==> src/rtl/mem_port_arbiter.sv <==
// Shares one single-port memory between the instruction-fetch and data ports with alternating grants.
// Optional macro ARB_TIMEOUT_EN aborts a memory access after TIMEOUT BUSY cycles without m_ack.
module mem_port_arbiter #(
  parameter int ADDR_W  = 32,
  parameter int DATA_W  = 32,
  parameter int TIMEOUT = 16
) (
  input  logic                clk,
  input  logic                reset,
  input  logic                if_req,
  input  logic [ADDR_W-1:0]   if_addr,
  output logic [DATA_W-1:0]   if_rdata,
  output logic                if_ack,
  input  logic                d_req,
  input  logic                d_we,
  input  logic [ADDR_W-1:0]   d_addr,
  input  logic [DATA_W-1:0]   d_wdata,
  input  logic [DATA_W/8-1:0] d_be,
  output logic [DATA_W-1:0]   d_rdata,
  output logic                d_ack,
  output logic                m_req,
  output logic                m_we,
  output logic [ADDR_W-1:0]   m_addr,
  output logic [DATA_W-1:0]   m_wdata,
  output logic [DATA_W/8-1:0] m_be,
  input  logic [DATA_W-1:0]   m_rdata,
  input  logic                m_ack,
  output logic                busy,
  output logic                err
);

  typedef enum logic [1:0] {IDLE = 2'd0, BUSY = 2'd1, DONE = 2'd2} state_t;

  state_t              state, state_d;
  logic                ptr_data, ptr_data_d;   // 1: data wins the next contended grant
  logic                gnt_data, gnt_data_d;   // side owning the access in flight
  logic                pick_data;
  logic                tmo_hit;
  logic                m_req_d, m_we_d, if_ack_d, d_ack_d, busy_d, err_d;
  logic [ADDR_W-1:0]   m_addr_d;
  logic [DATA_W-1:0]   m_wdata_d, if_rdata_d, d_rdata_d;
  logic [DATA_W/8-1:0] m_be_d;

`ifdef ARB_TIMEOUT_EN
  localparam int CNT_W = $clog2(TIMEOUT + 1);
  logic [CNT_W-1:0] tmo_cnt;

  // Held at zero outside BUSY, so every access starts counting from zero.
  always_ff @(posedge clk or posedge reset) begin
    if (reset)              tmo_cnt <= '0;
    else if (state != BUSY) tmo_cnt <= '0;
    else if (!m_ack)        tmo_cnt <= tmo_cnt + CNT_W'(1);
  end

  assign tmo_hit = (state == BUSY) && !m_ack && (tmo_cnt == CNT_W'(TIMEOUT - 1));
`else
  logic unused_timeout;
  assign unused_timeout = (TIMEOUT != 0);
  assign tmo_hit        = 1'b0;
`endif

  always_comb begin
    // NOTE: every signal gets a default before the case so no path can infer a latch.
    state_d    = state;
    ptr_data_d = ptr_data;
    gnt_data_d = gnt_data;
    pick_data  = 1'b0;
    m_req_d    = m_req;
    m_we_d     = m_we;
    m_addr_d   = m_addr;
    m_wdata_d  = m_wdata;
    m_be_d     = m_be;
    if_rdata_d = if_rdata;
    d_rdata_d  = d_rdata;
    if_ack_d   = 1'b0;
    d_ack_d    = 1'b0;
    err_d      = 1'b0;
    busy_d     = busy;
    unique case (state)
      IDLE: begin
        if (if_req || d_req) begin
          pick_data  = d_req && (!if_req || ptr_data);
          gnt_data_d = pick_data;
          ptr_data_d = !pick_data;
          m_req_d    = 1'b1;
          busy_d     = 1'b1;
          state_d    = BUSY;
          if (pick_data) begin
            m_we_d    = d_we;
            m_addr_d  = d_addr;
            m_wdata_d = d_wdata;
            m_be_d    = d_be;
          end else begin
            m_we_d    = 1'b0;
            m_addr_d  = if_addr;
            m_wdata_d = '0;
            m_be_d    = '1;
          end
        end
      end
      BUSY: begin
        if (m_ack || tmo_hit) begin
          // A timed-out access completes like a normal one but returns zero and flags err.
          m_req_d = 1'b0;
          err_d   = !m_ack;
          state_d = DONE;
          if (gnt_data) begin
            d_rdata_d = m_ack ? m_rdata : '0;
            d_ack_d   = 1'b1;
          end else begin
            if_rdata_d = m_ack ? m_rdata : '0;
            if_ack_d   = 1'b1;
          end
        end
      end
      DONE: begin
        busy_d  = 1'b0;
        state_d = IDLE;
      end
      default: state_d = IDLE;
    endcase
  end

  always_ff @(posedge clk or posedge reset) begin
    if (reset) begin
      state    <= IDLE;
      ptr_data <= 1'b1;
      gnt_data <= 1'b0;
      m_req    <= 1'b0;
      m_we     <= 1'b0;
      m_addr   <= '0;
      m_wdata  <= '0;
      m_be     <= '0;
      if_rdata <= '0;
      d_rdata  <= '0;
      if_ack   <= 1'b0;
      d_ack    <= 1'b0;
      busy     <= 1'b0;
      err      <= 1'b0;
    end else begin
      // NOTE: non-blocking assignments so every register updates from pre-edge values.
      state    <= state_d;
      ptr_data <= ptr_data_d;
      gnt_data <= gnt_data_d;
      m_req    <= m_req_d;
      m_we     <= m_we_d;
      m_addr   <= m_addr_d;
      m_wdata  <= m_wdata_d;
      m_be     <= m_be_d;
      if_rdata <= if_rdata_d;
      d_rdata  <= d_rdata_d;
      if_ack   <= if_ack_d;
      d_ack    <= d_ack_d;
      busy     <= busy_d;
      err      <= err_d;
    end
  end

endmodule

==> config.mk <==
export PLATFORM = sky130hd
export DESIGN_NAME = mem_port_arbiter
export DESIGN_NICKNAME = d
export VERILOG_FILES = /design/src/rtl/mem_port_arbiter.sv
export SDC_FILE = /design/constraint.sdc
export NUM_CORES = 1
export LEC_CHECK = 0
export BUFFER_PORTS_ARGS = -buffer_cell sky130_fd_sc_hd__clkbuf_2
export CAP_MARGIN = 20
export CORE_UTILIZATION = 42
export CTS_CLUSTER_SIZE = 28
export DETAILED_ROUTE_END_ITERATION = 16
export PLACE_DENSITY_LB_ADDON = 0.25
export SYNTH_ARGS = -nofsm -noshare
export SYNTH_HDL_FRONTEND = slang
export SYNTH_SLANG_ARGS = --single-unit
==> constraint.sdc <==
create_clock -name clk -period 4.75 [get_ports clk]
set_input_delay 0.475 -clock clk [delete_from_list [all_inputs] [get_ports clk]]
set_output_delay 0.475 -clock clk [all_outputs]
set_load 0.05 [all_outputs]
==> metrics <==
status complete, no violations; Setup violations, final 0; top_reg_cell synth dfrtp_1; TritonCTS clock tree built; Multi-input gate area 0.00174 sq mm; Mapped Cells 361; skew final 0.00656 ns; Reg area 0.00353 sq mm; critical path endpoint category flop; most frequent cell after synthesis dfrtp_1; Residual DRC 0; min Tclk post-route 1.98 ns; die area 0.0135 sq mm; fraction of layout cells with a size suffix above 1 59.0%; largest net degree at the start of global routing 96; IO Count 276; gpl congestion 0.741; die width 116 microns; clk sinks 141; share of the synthesized area in the top cell type 63.8%; worst-margin pin slew 1.12 ns; vias in the first global route 4110; Syn-to-layout area delta 36.7%; unrepaired setup endpoints after global routing no; clk_lat worst skew 0.41 ns; Core Box Area 0.0127 sq mm; # diodes 0; H-tree depth 4; Post-synth EDFFs 0; ys async rst share 100%; area leader, netlist dfrtp_1; Max Freq 504 MHz; Root Buffer clkbuf_16; Worst-path clk slew 0.05 ns; Via Count 4141; WL per Instance 16.2 microns; Num CTS Buffers 17; total wire length 13200 microns; fin crit share 41.7%; final net count 767; GR Overflow Total 0; post-route core utilization 59.2%; hold buffer count at cts 0; synth warn 0; Core Rows 41; Max Cap Viol 0; DRT iter0 DRCs 189; Post-Syn Nets 499; Worst Hold Class input pin to asynchronous set/reset pin; Post-CTS Resized 0; post-DP HPWL 9470 microns; Avg Inst Size Synth 15.2 sq um; Die Span Y 116 microns; placed cells 781; Setup Fix Bufs, Post-CTS 0; via/cell ratio 5.09; GRT Util Overall 19.7%; pins over their slew limit 0; Yosys reg bits 141; I/O Buffers 274; relative slew slack 25.1%; Worst Path Required 5.04 ns; Fin. Hold Viols 0; Initial Util 43.3%; antenna violations before repair 0; Worst setup SP type flop; Longest Clk Path Bufs 2; Routed Antenna Nets 0; Distinct cells, synth 26; first-pass GRT wire length 20100 microns; Post-synth top cells dfrtp_1, mux2_2, a22o_1, a221o_1, o21a_1; post-synthesis sequential area ratio 64.3%; non-filler cells in the finished layout 814; Post-Syn Area 0.00549 sq mm; final setup TNS 0 ns; Filler Cell Count 1060; critical path type flop to flop; Crit Path Max Fanout 33; CP arrival 2.27 ns; DRT Pass-1 Iters 5; Synth area leaders dfrtp_1, mux2_2, a221o_1
==> through the flow <==
stage	setup WS [ns]	area, sq um	hold slack, ns
after floorplan	0.495	5490	0.498
after global placement	2.72	6890	0.469
after detailed placement	2.68	6890	0.470
after CTS	2.68	7480	0.259
after global routing	2.60	7500	0.262
final	2.77	7500	0.226
==> logic make-up (layout without fill, tap and decap cells) <==
group,Yosys count,after routing,synth area share (%)
flip-flops,141,141,64.3
AO/OA/AOI/OAI,106,106,16.7
buffers and inverters,33,314,4.26
AND/OR/NAND/NOR,16,16,1.55
other,1,1,0.0683
multiplexers,64,64,13.1
==> state kept, by name, indices dropped and copies added, names as in the netlist, 2 cells and up <==
| name | cells |
|---|---|
| d_rdata | 32 |
| m_be | 4 |
| m_addr | 32 |
| m_wdata | 32 |
| if_rdata | 32 |
| state | 2 |
==> metal layers <==
layer / part of all wire (%) / vias to the layer above / track usage, % / routed length (microns)
met1: 39 / 2050 / 23.1 / 5200
met5: 0 / - / 0 / 0
met2: 52 / 170 / 33.1 / 6880
met3: 5.4 / 30 / 5.19 / 714
li1: - / 1891 / - / -
met4: 3.0 / 0 / 10.5 / 389
==> final timing paths <==
path | start | end | slack [ns] | cells past startpoint
max reg2reg | state[1] | if_rdata[28] | 2.77 | 3
min | reset | if_rdata[3] | 0.23 | 2
min reg2reg | m_req | m_req | 0.48 | 2
max in group asynchronous | reset | d_rdata[12] | 3.37 | 3
min in group clk | m_ack | state[0] | 0.28 | 2
max | state[1] | if_rdata[28] | 2.77 | 3
==> worst max-delay path: stages, from the launching register on <==
cell and delay [ns]:
dfrtp_1 0.40, nand3b_1 0.26, nor2_4 0.77, mux2_2 0.42
==> cells in the final DEF, fill, tap and decap left out, drive strengths merged <==
master	count
a21o	2
a221o	32
a22o	33
and3	2
buf	4
bufinv	3
clkbuf	294
clkinv	6
clkinvlp	2
conb	1
dfrtp	140
dfstp	1
inv	5
mux2	64
nand2	6
nand2b	1
nand3	1
nand3b	1
nor2	4
o21a	32
o21ai	3
o22a	4
or2	1
==> area by class of cell <==
class | count | share of cell area (%)
clock buffers | 20 | 5.96
clock inverters | 12 | 1.92
inverters | 4 | 0.267
multi-input cells | 187 | 23.1
flip-flops and latches | 141 | 47.1
well taps | 172 | 2.87
repair buffers | 278 | 18.8
Power is not shown: default switching activity piles up to over one toggle a cycle in this logic, so the estimate is an artifact.
